[src/rtl/spi_blk_tx_seq_pkg.sv]
// spi_blk_tx_seq_pkg: shared state encoding and token constants for the SD block-write sequencer
package spi_blk_tx_seq_pkg;
   typedef enum logic [2:0] {S_IDLE, S_TOKEN, S_FETCH, S_DATA, S_CRC, S_DONE} state_t;
   localparam logic [7:0] TOKEN_SINGLE = 8'hFE;
   localparam logic [7:0] TOKEN_MULTI = 8'hFC;
   localparam int CRC_BITS = 16;
endpackage

[src/rtl/spi_tx_byte_shreg.sv]
// spi_tx_byte_shreg: 8-bit MSB-first load/shift register with a bit index and last-bit flag
module spi_tx_byte_shreg (
   input  logic       clk,
   input  logic       rst,
   input  logic       load,
   input  logic [7:0] din,
   input  logic       shift,
   output logic       msb,
   output logic       last
);
   logic [7:0] sh;
   logic [2:0] idx;
   // load a fresh byte at index 7, or move the next bit into the MSB position
   always_ff @(posedge clk or posedge rst)
      if (rst) begin
         sh  <= '0;
         idx <= '0;
      end else if (load) begin
         sh  <= din;
         idx <= 3'd7;
      end else if (shift) begin
         sh  <= {sh[6:0], 1'b0};
         idx <= idx - 3'd1;
      end
   assign msb = sh[7];
   assign last = idx == 3'd0;
endmodule

[src/rtl/spi_blk_tx_seq.sv]
// spi_blk_tx_seq: sends start token, data block and CRC16 on sdo, steering the external CRC generator
module spi_blk_tx_seq
   import spi_blk_tx_seq_pkg::*;
#(
   parameter int BLK_BYTES = 512,
   parameter int BYTE_W = 10
) (
   input  logic       clk,
   input  logic       rst,
   input  logic       start,
   input  logic       multi,
   input  logic       abort,
   input  logic       bit_tick,
   input  logic       byte_valid,
   input  logic [7:0] byte_data,
   output logic       byte_ready,
   output logic       sdo,
   output logic       sdo_oe,
   output logic       busy,
   output logic       done,
   output logic       underrun,
   output logic       crc_load_start_tkn,
   output logic       crc_load_multi_blk_wr_tkn,
   output logic       crc_gen_en,
   output logic       crc_out_en,
   output logic       crc_din,
   input  logic       crc_dout
);
   state_t state, nxt;
   logic sh_load, sh_shift, sh_msb, sh_last, last_bit, last_byte;
   logic [7:0] sh_din;
   logic [BYTE_W-1:0] byte_cnt;
   logic [3:0] crc_cnt;
   assign busy = state != S_IDLE;
   assign last_byte = byte_cnt == BYTE_W'(BLK_BYTES - 1);
   // the token is loaded into the byte shifter on start, so it doubles as the latched multi flag
   assign sh_din = state == S_IDLE ? (multi ? TOKEN_MULTI : TOKEN_SINGLE) : byte_data;
   spi_tx_byte_shreg u_shreg (
      .clk   (clk),
      .rst   (rst),
      .load  (sh_load),
      .din   (sh_din),
      .shift (sh_shift),
      .msb   (sh_msb),
      .last  (sh_last)
   );
   // state register
   always_ff @(posedge clk or posedge rst)
      if (rst) state <= S_IDLE;
      else state <= nxt;
   // next state and outputs; abort overrides every strobe and forces IDLE
   always_comb begin
      nxt = state;
      sdo = 1'b1;
      sdo_oe = 1'b0;
      byte_ready = 1'b0;
      done = 1'b0;
      crc_load_start_tkn = 1'b0;
      crc_load_multi_blk_wr_tkn = 1'b0;
      crc_gen_en = 1'b0;
      crc_out_en = 1'b0;
      crc_din = 1'b0;
      sh_load = 1'b0;
      sh_shift = 1'b0;
      case (state)
         S_IDLE: if (start) begin
            crc_load_start_tkn = !multi;
            crc_load_multi_blk_wr_tkn = multi;
            sh_load = 1'b1;
            nxt = S_TOKEN;
         end
         S_TOKEN: begin
            sdo = sh_msb;
            sdo_oe = 1'b1;
            sh_shift = bit_tick;
            if (bit_tick && sh_last) nxt = S_FETCH;
         end
         S_FETCH: begin
            sdo = last_bit;
            sdo_oe = 1'b1;
            byte_ready = byte_valid;
            sh_load = byte_valid;
            if (byte_valid) nxt = S_DATA;
         end
         S_DATA: begin
            sdo = sh_msb;
            sdo_oe = 1'b1;
            crc_din = sh_msb;
            crc_gen_en = bit_tick;
            sh_shift = bit_tick;
            if (bit_tick && sh_last) nxt = last_byte ? S_CRC : S_FETCH;
         end
         S_CRC: begin
            sdo = crc_dout;
            sdo_oe = 1'b1;
            crc_out_en = bit_tick;
            if (bit_tick && crc_cnt == 4'd0) nxt = S_DONE;
         end
         S_DONE: begin
            done = 1'b1;
            nxt = S_IDLE;
         end
         default: nxt = S_IDLE;
      endcase
      if (abort) begin
         nxt = S_IDLE;
         byte_ready = 1'b0;
         done = 1'b0;
         crc_load_start_tkn = 1'b0;
         crc_load_multi_blk_wr_tkn = 1'b0;
         crc_gen_en = 1'b0;
         crc_out_en = 1'b0;
         sh_load = 1'b0;
         sh_shift = 1'b0;
      end
   end
   // byte/CRC counters, sticky underrun and the last sent bit held on sdo while fetching
   always_ff @(posedge clk or posedge rst)
      if (rst) begin
         byte_cnt <= '0;
         crc_cnt <= '0;
         underrun <= 1'b0;
         last_bit <= 1'b1;
      end else if (abort) begin
         byte_cnt <= '0;
         crc_cnt <= '0;
      end else begin
         if (state == S_IDLE && start) begin
            underrun <= 1'b0;
            byte_cnt <= '0;
         end
         if (state == S_FETCH && bit_tick && !byte_valid) underrun <= 1'b1;
         if (state == S_DATA && bit_tick && sh_last) begin
            byte_cnt <= last_byte ? '0 : byte_cnt + BYTE_W'(1);
            crc_cnt <= 4'(CRC_BITS - 1);
         end
         if (state == S_CRC && bit_tick) crc_cnt <= crc_cnt - 4'd1;
         if (sh_shift) last_bit <= sh_msb;
      end
endmodule

[config.mk]
export PLATFORM = sky130hd
export DESIGN_NAME = spi_blk_tx_seq
export DESIGN_NICKNAME = d
export VERILOG_FILES = /design/src/rtl/spi_blk_tx_seq_pkg.sv /design/src/rtl/spi_tx_byte_shreg.sv /design/src/rtl/spi_blk_tx_seq.sv
export SDC_FILE = /design/constraint.sdc
export NUM_CORES = 1
export LEC_CHECK = 0
export BUFFER_PORTS_ARGS = -buffer_cell sky130_fd_sc_hd__buf_2
export CORE_AREA = 2 2 61 63
export CTS_BUF_LIST = sky130_fd_sc_hd__clkbuf_4 sky130_fd_sc_hd__clkbuf_8
export DETAILED_ROUTE_END_ITERATION = 8
export DIE_AREA = 0 0 63 65
export PLACE_DENSITY = 0.84
export REMOVE_ABC_BUFFERS = 1
export SLEW_MARGIN = 20
export SYNTH_ARGS = -nofsm -noshare
export SYNTH_HDL_FRONTEND = slang
export SYNTH_SLANG_ARGS = --single-unit
[constraint.sdc]
create_clock -name clk -period 2.5 [get_ports clk]
set_clock_uncertainty 0.2 [all_clocks]
set_input_delay 0.25 -clock clk [delete_from_list [all_inputs] [get_ports clk]]
set_output_delay 0.25 -clock clk [all_outputs]
set_load 0.01 [all_outputs]
==> metrics.txt, run 1 <==
CTS sink cnt 30; crit share post-route about 94%; DR DRC count 0; Antenna Cells 0; Pwr Density approximately 620 nW/µm²; # fillers roughly 320; core area around 3500 µm²; Clock Tree Buf Depth 2; grt ovf 0; Pint 865 µW; leakage about 0.00097 µW; CP Cell Sequence nor3_4 -> inv_1 -> or3_1 -> nor2_1 -> buf_2; Yosys reg bits 30; placed insts approximately 270; Max VDD drop slightly below 0.0003 V; endpoints failing setup 0; post-synthesis sequential area ratio 41.7%; Rows 22; switching power ~440 µW; Power, Total ~1300 µW; clk root buf clkbuf_4; clock tree from TritonCTS yes; largest net degree at the start of global routing 21; Critical Path End Type output pin; pre-CTS setup slack around 0.34 ns; proportion of layout cells with a drive suffix above 1 between 20% and 30%; Worst-path clk slew approximately 0.1 ns; Max-Cap Viols 0; Final Hold Fails 0; I/O Pins 27; Synth cell types about 50; clock network fraction of design power 24.4%; die height ~65 µm; status finished clean; Final #Nets approximately 260; setup ws final 0.141 ns; IO Port Bufs 26; Net Sw Frac 33.8%; vias in the first global route roughly 1600; asr flop ratio synth 100%; routed wire length just over 4000 µm; number of H-tree levels 2; setup tns final 0 ns; CP max stage cell dfrtp_1; vias per cell a little under 6; Synthesis Warnings 0; crit path max fanout 12; Synth Cell Area ~1800 µm²; Synth Flop Type dfrtp_1; Worst Tran Pin Value 0.529 ns; Finished Layout Cells around 290; DR WL/cell 14.2 µm; Register Area approximately 750 µm²; max incr delay on CP between 0.5 and 0.6 ns; Tmin final about 2.4 ns; drt initial violations between 150 and 200; CTS Buf Count 5; GP Congestion around 0.9; number of flops mapped to enable cells by yosys 0; Initial Utilization around 52%; Slew headroom 64.4%; Slew Viols, Final 0; first-pass GRT wire length a little over 7000 µm; register share of total power 49.3%; worst path arrival time around 1.9 ns; crit start category register; drt pass-1 iters 4; Multi-input gate area between 900 and 1000 µm²; commonest non-fill, non-tap cell in the layout dfrtp_1; mean post-synth cell area around 8.9 µm²; HP Class in2reg; GRT Util Overall 22.2%; WS Path Type reg2out; DP HPWL about 2900 µm; Worst Path Required a little over 2 ns; Max Clk Rate 424 MHz; antenna violations before repair 0; routed via count between 1500 and 2000; DIE AREA about 4100 µm²; RSZ-0062 raised after global routing false; most frequent cells in the layout 28 x dfrtp_1, 26 x buf_2, 25 x nand2_1; P&R area growth vs syn 17.8%; Clock Latency Late Sink approximately 0.34 ns; post-synthesis cell count 202; Comb pwr share a little over a quarter; Die X around 63 µm; ANT nets after route 0
[logic make-up after synthesis]
family          synth area share (%)
flops                           41.7
buf+inv                         5.97
xor+xnor                        1.46
fa+ha+maj                       3.47
simple gates                    27.8
compound gates                  18.3
mux                             1.18
[metal layers]
| layer | track usage (%) | wire length (µm) | vias up |
|---|---|---|---|
| met1 | 28.1 | 1730 | 783 |
| met5 | 0 | 0 | - |
| met2 | 37.2 | 2010 | 56 |
| li1 | - | - | 826 |
| met4 | 7.22 | 55 | 0 |
| met3 | 5.56 | 258 | 6 |
[flip-flops by register name, indices dropped and copies added, names as in the netlist]
| signal | cells |
|---|---|
| byte_cnt | 10 |
| u_shreg.sh | 8 |
| crc_cnt | 4 |
| state | 3 |
| u_shreg.idx | 3 |
| last_bit | 1 |
| underrun | 1 |
[cell usage after synthesis (all sizes together) (3+ instances only)]
cell,instances,area [µm²]
nand2,25,93.8
a21o,3,22.5
nand3,5,25.0
a21oi,3,15.0
or3,6,42.5
a221oi,3,32.5
or4,5,41.3
nor3,14,75.1
and3,5,31.3
o31ai,3,22.5
nand4,3,18.8
a31oi,8,50.1
xnor2,3,26.3
inv,15,56.3
a211oi,4,30.0
o21ai,14,70.1
ha,5,62.6
nor2,9,33.8
buf,7,40.0
clkbuf,3,11.3
nor4,5,37.5
dfrtp,29,726
a2111oi,3,26.3
[layout make-up]
cell class / instances / area share, %
timing repair buffer: 38 / 11.2
tap: 48 / 2.83
clock buffer: 7 / 2.77
multi-input combinational: 147 / 44.8
clock inverter: 1 / 0.236
inverter: 15 / 2.65
sequential: 30 / 35.5
[power groups by stage]
stage                     registers [µW]  logic, µW  clock network, µW
after floorplan                      630        232                  0
after global placement               645        316                  0
after detailed placement             650        331                  0
after CTS                            639        342                327
after global routing                 654        392                347
final                                644        344                319
[critical path: cells and delay by family (launching register included)]
kind	cells	cell delay [ns]
and+or+nand+nor	3	0.77
DFF	1	0.54
buffers and inverters	2	0.25
[worst paths after layout]
| kind | from | end | slack, ns | depth (start not counted) |
|---|---|---|---|---|
| setup / recovery | state[0]$_DFFE_PP0P_ | crc_load_start_tkn | 0.14 | 5 |
| hold / removal | byte_valid | underrun$_DFFE_PP0P_ | 0.02 | 3 |
| setup reg to reg | state[0]$_DFFE_PP0P_ | crc_cnt[2]$_DFFE_PP0P_ | 0.32 | 4 |
| hold reg to reg | last_bit$_DFFE_PP1P_ | last_bit$_DFFE_PP1P_ | 0.27 | 2 |
| max in group asynchronous | rst | last_bit$_DFFE_PP1P_ | 1.15 | 4 |
| min in group asynchronous | rst | byte_cnt[4]$_DFFE_PP0P_ | 0.27 | 3 |
[metrics by stage]
stage / hold slack [ns] / instance area [µm²] / util [%]
floorplan: 0.117 / 1750 / -
finish: 0.0218 / 2120 / 60.7
detailed placement: 0.0907 / 1980 / 56.6
global placement: 0.0961 / 1980 / 56.6
global route: 0.0314 / 2120 / 60.7
CTS: 0.00753 / 2120 / 60.5
[repair_timing]
action	CTS	global route
hold buffers	7	0
endpoints found under the setup margin	1	3
cloned	0	0
gates resized for setup	1	2
hold endpoints to repair	18	0
setup buffers	0	0
Power figures use the tool's default switching activity.
==> run 2, diff against run 1 <==
==> constraint.sdc (replaced) <==
create_clock -name clk -period 2.2 [get_ports clk]
set_clock_uncertainty 0.2 [all_clocks]
set_input_delay 0.22 -clock clk [delete_from_list [all_inputs] [get_ports clk]]
set_output_delay 0.22 -clock clk [all_outputs]
set_load 0.01 [all_outputs]
==> metrics.txt, run 2 (synthesis gave the netlist of run 1 again) <==
Worst Tran Pin Value 0.521 ns (-0.00883 ns); Slew headroom 64.4% (about the same); status finished with violations; endpoints failing setup 1 (+1); die height 65 µm (unchanged); Max Clk Rate between 400 and 500 MHz; crit share post-route 100%; Critical Path End Type output pin; DR DRC count 0 (unchanged); crit path max fanout 14 (+2); Antenna Cells 0 (unchanged); number of H-tree levels 2 (unchanged); ANT nets after route 0 (unchanged); Reg with most FFs byte_cnt; DIE AREA 4100 µm² (unchanged); max reg flops 10 (unchanged); DP HPWL 2890 µm (+0.78%); vias in the first global route 1666 (+4.4%); CTS sink cnt 30 (unchanged); DR WL/cell 15.5 µm (+9.2%); antenna violations before repair 0 (unchanged); GRT Util Overall 24.6% (+2.4 points); vias per cell 5.93 (+1.5%); GP Congestion 0.830 (-5.1%); Max VDD drop 0.000298 V (+2.8%); drt pass-1 iters 4 (unchanged); Pwr Density 703 nW/µm² (+14%); CP max stage cell dfrtp_2; Worst Path Required 1.78 ns (-0.27 ns); most frequent cells in the layout 26 x dfrtp_1, 26 x buf_2, 25 x nand2_1; Slew Viols, Final 0 (unchanged); Post-DP Area 2050 µm² (+3.8%); failing checks setup timing; clk root buf clkbuf_4; CP Cell Sequence mux2i_1 -> or4_4 -> buf_6 -> nor2_1 -> buf_2; Rows 22 (unchanged); crit start category register; setup ws final -0.00664 ns (-0.148 ns); CTS Buf Count 5 (unchanged); Die X 63 µm (unchanged); Max-Cap Viols 0 (unchanged); drt initial violations 161 (+2.5%); Top Registers byte_cnt (10), u_shreg.sh (8), crc_cnt (4); grt ovf 0 (unchanged); core area 3500 µm² (unchanged); routed via count 1808 (+8.2%); largest net degree at the start of global routing 31 (+48%); clock tree from TritonCTS yes; routed wire length 4720 µm (+17%); # fillers 253 (-20%); Worst-path clk slew 0.10 ns (about the same); leakage 0.00107 µW (+10%); first-pass GRT wire length 7690 µm (+7.1%); Initial Utilization 51.5% (unchanged); Clock Tree Buf Depth 2 (unchanged); I/O Pins 27 (unchanged); worst path arrival time 1.79 ns (-0.12 ns); proportion of layout cells with a drive suffix above 1 28.8% (+7.4 points); post-route cell area 2300 µm² (+8.3%); P&R area growth vs syn 27.6%; IO Port Bufs 26 (unchanged); setup tns final -0.00664 ns (-0.00664 ns); HP Class in2reg; Final Hold Fails 0 (unchanged); RSZ-0062 raised after global routing true; Final #Nets 277 (+7.4%); Tmin final 2.21 ns; WS Path Type reg2out; max incr delay on CP 0.46 ns (-0.08 ns); Clock Latency Late Sink 0.34 ns (about the same)
[run 2: changes by cell type in the layout (fill, tap and decap cells not counted), sizes merged]
cell	change
buf	+17
clkbuf	+1
clkinv	-1
dlygate4sd3	+2
[run 2: where the power goes]
part	switching (µW)	internal [µW]	leakage, µW
logic	287	237	0.000656
registers	66.0	651	0.000372
clock network	192	182	0.0000394
[run 2: what timing repair did]
action,CTS,global route
endpoints found under the hold margin,37,0
setup buffers,6,1
gates resized for setup,4,8
setup endpoints to repair,3,6
hold buffers,9,0
[run 2: final cells by class]
type,instances,area (µm²),area share (%)
clock buffer,8,66.3,2.88
inverter,15,56.3,2.45
multi-input combinational,147,965,41.9
sequential,30,756,32.9
tap,48,60.1,2.61
timing repair buffer,57,397,17.2
[run 2: critical path: cells and delay by family (launching register included)]
kind / cells / cell delay, ns
flops: 1 / 0.46
mux: 1 / 0.15
buf+inv: 2 / 0.30
simple gates: 2 / 0.53
[run 2: routing by layer]
metal / global-route usage, % / vias up / wire [µm]
met4: 11.7 / 0 / 172
met2: 39.9 / 85 / 2290
met5: 0 / - / 0
met1: 31.0 / 845 / 1910
met3: 5.73 / 18 / 349
li1: - / 860 / -
[run 2: stage by stage]
step / utilization [%] / total power (µW) / setup WS, ns / instances / hold WS, ns
floorplan: - / 980 / 0.189 / 192 / 0.0868
global placement: 58.7 / 1130 / 0.239 / 281 / 0.109
detailed placement: 58.7 / 1140 / 0.172 / 281 / 0.120
CTS: 64.8 / 1570 / 0.00367 / 304 / 0.0360
global route: 65.8 / 1710 / -0.102 / 305 / 0.0554
finish: 65.8 / 1620 / -0.00664 / 305 / 0.0577
[run 2: worst paths after layout]
| path | startpoint | end | slack, ns | depth (start not counted) |
|---|---|---|---|---|
| worst max-delay path | state[1]$_DFFE_PP0P_ | byte_ready | -0.007 | 5 |
| worst min-delay path | byte_data[1] | u_shreg.sh[1]$_DFFE_PP0P_ | 0.06 | 3 |
| worst max register to register | u_shreg.idx[0]$_DFFE_PP0P_ | byte_cnt[7]$_DFFE_PP0P_ | 0.14 | 6 |
| worst min register to register | last_bit$_DFFE_PP1P_ | last_bit$_DFFE_PP1P_ | 0.28 | 2 |
| max in group asynchronous | rst | last_bit$_DFFE_PP1P_ | 1.19 | 4 |
| min in group asynchronous | rst | u_shreg.sh[0]$_DFFE_PP0P_ | 0.29 | 4 |
==> run 3, diff against run 2 <==
--- a/config.mk
+++ b/config.mk
@@ -5,12 +5,12 @@
 export SDC_FILE = /design/constraint.sdc
 export NUM_CORES = 1
 export LEC_CHECK = 0
-export BUFFER_PORTS_ARGS = -buffer_cell sky130_fd_sc_hd__buf_2
 export CORE_AREA = 2 2 61 63
 export CTS_BUF_LIST = sky130_fd_sc_hd__clkbuf_4 sky130_fd_sc_hd__clkbuf_8
 export DETAILED_ROUTE_END_ITERATION = 8
 export DIE_AREA = 0 0 63 65
-export PLACE_DENSITY = 0.84
+export DONT_BUFFER_PORTS = 1
+export PLACE_DENSITY = 0.77
 export REMOVE_ABC_BUFFERS = 1
 export SLEW_MARGIN = 20
 export SYNTH_ARGS = -nofsm -noshare
==> metrics.txt, run 3 (synthesis gave the netlist of run 1 again) <==
status finished clean; ANT nets after route 0 (unchanged); Max-Cap Viols 0 (unchanged); Final Hold Fails 0 (unchanged); Pwr Density 730 nW/µm² (+3.9%); commonest non-fill, non-tap cell in the layout dfrtp_1; DIE AREA 4100 µm² (unchanged); clock tree from TritonCTS yes; Clock Tree Buf Depth 2 (unchanged); P&R area growth vs syn 21.9%; DP HPWL 2870 µm (-0.82%); worst r2r path cells 6 (unchanged); Reg with most FFs byte_cnt; number of H-tree levels 2 (unchanged); clk root buf clkbuf_4; critical path startpoint state[2]$_DFFE_PP0P_; antenna violations before repair 0 (unchanged); IO Port Bufs 0 (-100%); vias per cell 5.90 (-0.46%); reg2reg end byte_cnt[7]$_DFFE_PP0P_; hold path depth 3 (unchanged); routed via count 1664 (-8.0%); Final Util 62.8% (-3.0 points); first-pass GRT wire length 6900 µm (-10%); Rows 22 (unchanged); met2 Resource Use GR 35.0% (-4.9 points); Most Used Layer, Global Route met2; Final #Nets 254 (-8.3%); grt ovf 0 (unchanged); Die X 63 µm (unchanged); met1 usage 27.4% (-3.5 points); routed wire length 4300 µm (-8.9%); largest net degree at the start of global routing 31 (unchanged); proportion of layout cells with a drive suffix above 1 19.2% (-9.6 points); GRT Util Overall 22.0% (-2.6 points); Clock Latency Late Sink 0.35 ns (about the same); Slew Viols, Final 0 (unchanged); GR Util met3 7.12% (+1.4 points); Top Registers byte_cnt (10), u_shreg.sh (8), crc_cnt (4); FF-to-FF Start u_shreg.idx[0]$_DFFE_PP0P_; drt pass-1 iters 4 (unchanged); Slew headroom 69.2% (+4.8 points); I/O Pins 27 (unchanged); Hold Worst Slack 0.0559 ns (-0.00179 ns); Max Clk Rate 474 MHz (+4.7%); Worst Tran Pin Value 0.458 ns (-0.0622 ns); crit path max fanout 20 (+6); leakage 0.000961 µW (-9.9%); Worst Path Required 1.78 ns (about the same); CTS sink cnt 30 (unchanged); crit start category register; Max VDD drop 0.000695 V (+130%); Tmin final 2.11 ns (-0.0989 ns); drt initial violations 145 (-9.9%); core area 3500 µm² (unchanged); DR DRC count 0 (unchanged); WS Path Type reg2out; endpoints failing setup 0 (-1); reg2reg setup slack 0.23 ns (+0.09 ns); CTS Buf Count 5 (unchanged); GP Congestion 0.862 (+3.8%); Initial Utilization 51.5% (unchanged); DR WL/cell 15.3 µm (-1.5%); worst path arrival time 1.69 ns (-0.10 ns); vias in the first global route 1525 (-8.5%); Worst-path clk slew 0.11 ns (about the same); Setup crit end byte_ready; max reg flops 10 (unchanged); crit share post-route 95.8% (-4.5 points); Critical Path End Type output pin; HP Class in2reg; Power, Total 1600 µW (-0.80%); die height 65 µm (unchanged); most frequent cells in the layout 27 x dfrtp_1, 25 x nand2_1, 21 x buf_4; Antenna Cells 0 (unchanged)
-- run 3: changes by cell type in the layout (fill, tap and decap cells not counted), moves of 2 or more --
cell           before  now
buf_2              26    0
buf_4              19   21
buf_6               3    0
clkbuf_4            7    5
clkinv_2            0    2
dlygate4sd3_1       9   13
-- run 3: area by class of cell --
class,count,area (µm²)
Fill cell,299,1300
Inverter,15,56.3
Tap cell,48,60.1
Sequential cell,30,754
Clock buffer,5,37.5
Clock inverter,3,40.0
Multi-Input combinational cell,147,960
Timing Repair Buffer,34,288
-- run 3: worst max-delay path: stages, from the launching register on --
cell	delay, ns
dfrtp_1	0.47
or4_1	0.52
buf_4	0.22
nor2_4	0.12
-- run 3: worst min-delay path by stage --
stage,from,endpoint,slack [ns]
2_1_floorplan,abort,crc_cnt[0]$_DFFE_PP0P_,0.09
3_3_place_gp,rst,u_shreg.idx[1]$_DFFE_PP0P_,0.01
3_5_place_dp,rst,u_shreg.idx[1]$_DFFE_PP0P_,0.01
4_1_cts,bit_tick,underrun$_DFFE_PP0P_,0.03
5_1_grt,abort,byte_cnt[5]$_DFFE_PP0P_,0.04
6_report,abort,byte_cnt[5]$_DFFE_PP0P_,0.06
-- run 3: timing repair --
item,CTS,global route
setup buffers,2,4
hold buffers,13,0
endpoints found under the hold margin,46,0
endpoints found under the setup margin,3,3
resized for setup,3,4
-- run 3: layer usage --
metal	vias up	part of all wire, %
li1	808	-
met1	797	44
met2	51	49
met3	8	5.3
met4	0	1.5
met5	-	0
-- run 3: per-stage QoR --
step                setup TNS [ns]  area (µm²)  setup slack (ns)  std cells
floorplan                        0        1750             0.189        192
global placement                 0        1920             0.253        255
detailed placement               0        1920             0.217        255
CTS                              0        2150           0.00385        278
global route             -0.000965        2200         -0.000965        282
finish                           0        2200            0.0923        282
-- run 3: report_power, final --
group	internal (µW)	switching, µW	total [µW]
logic	206	240	445
registers	651	68.5	719
clock network	235	204	439
total	1090	512	1600
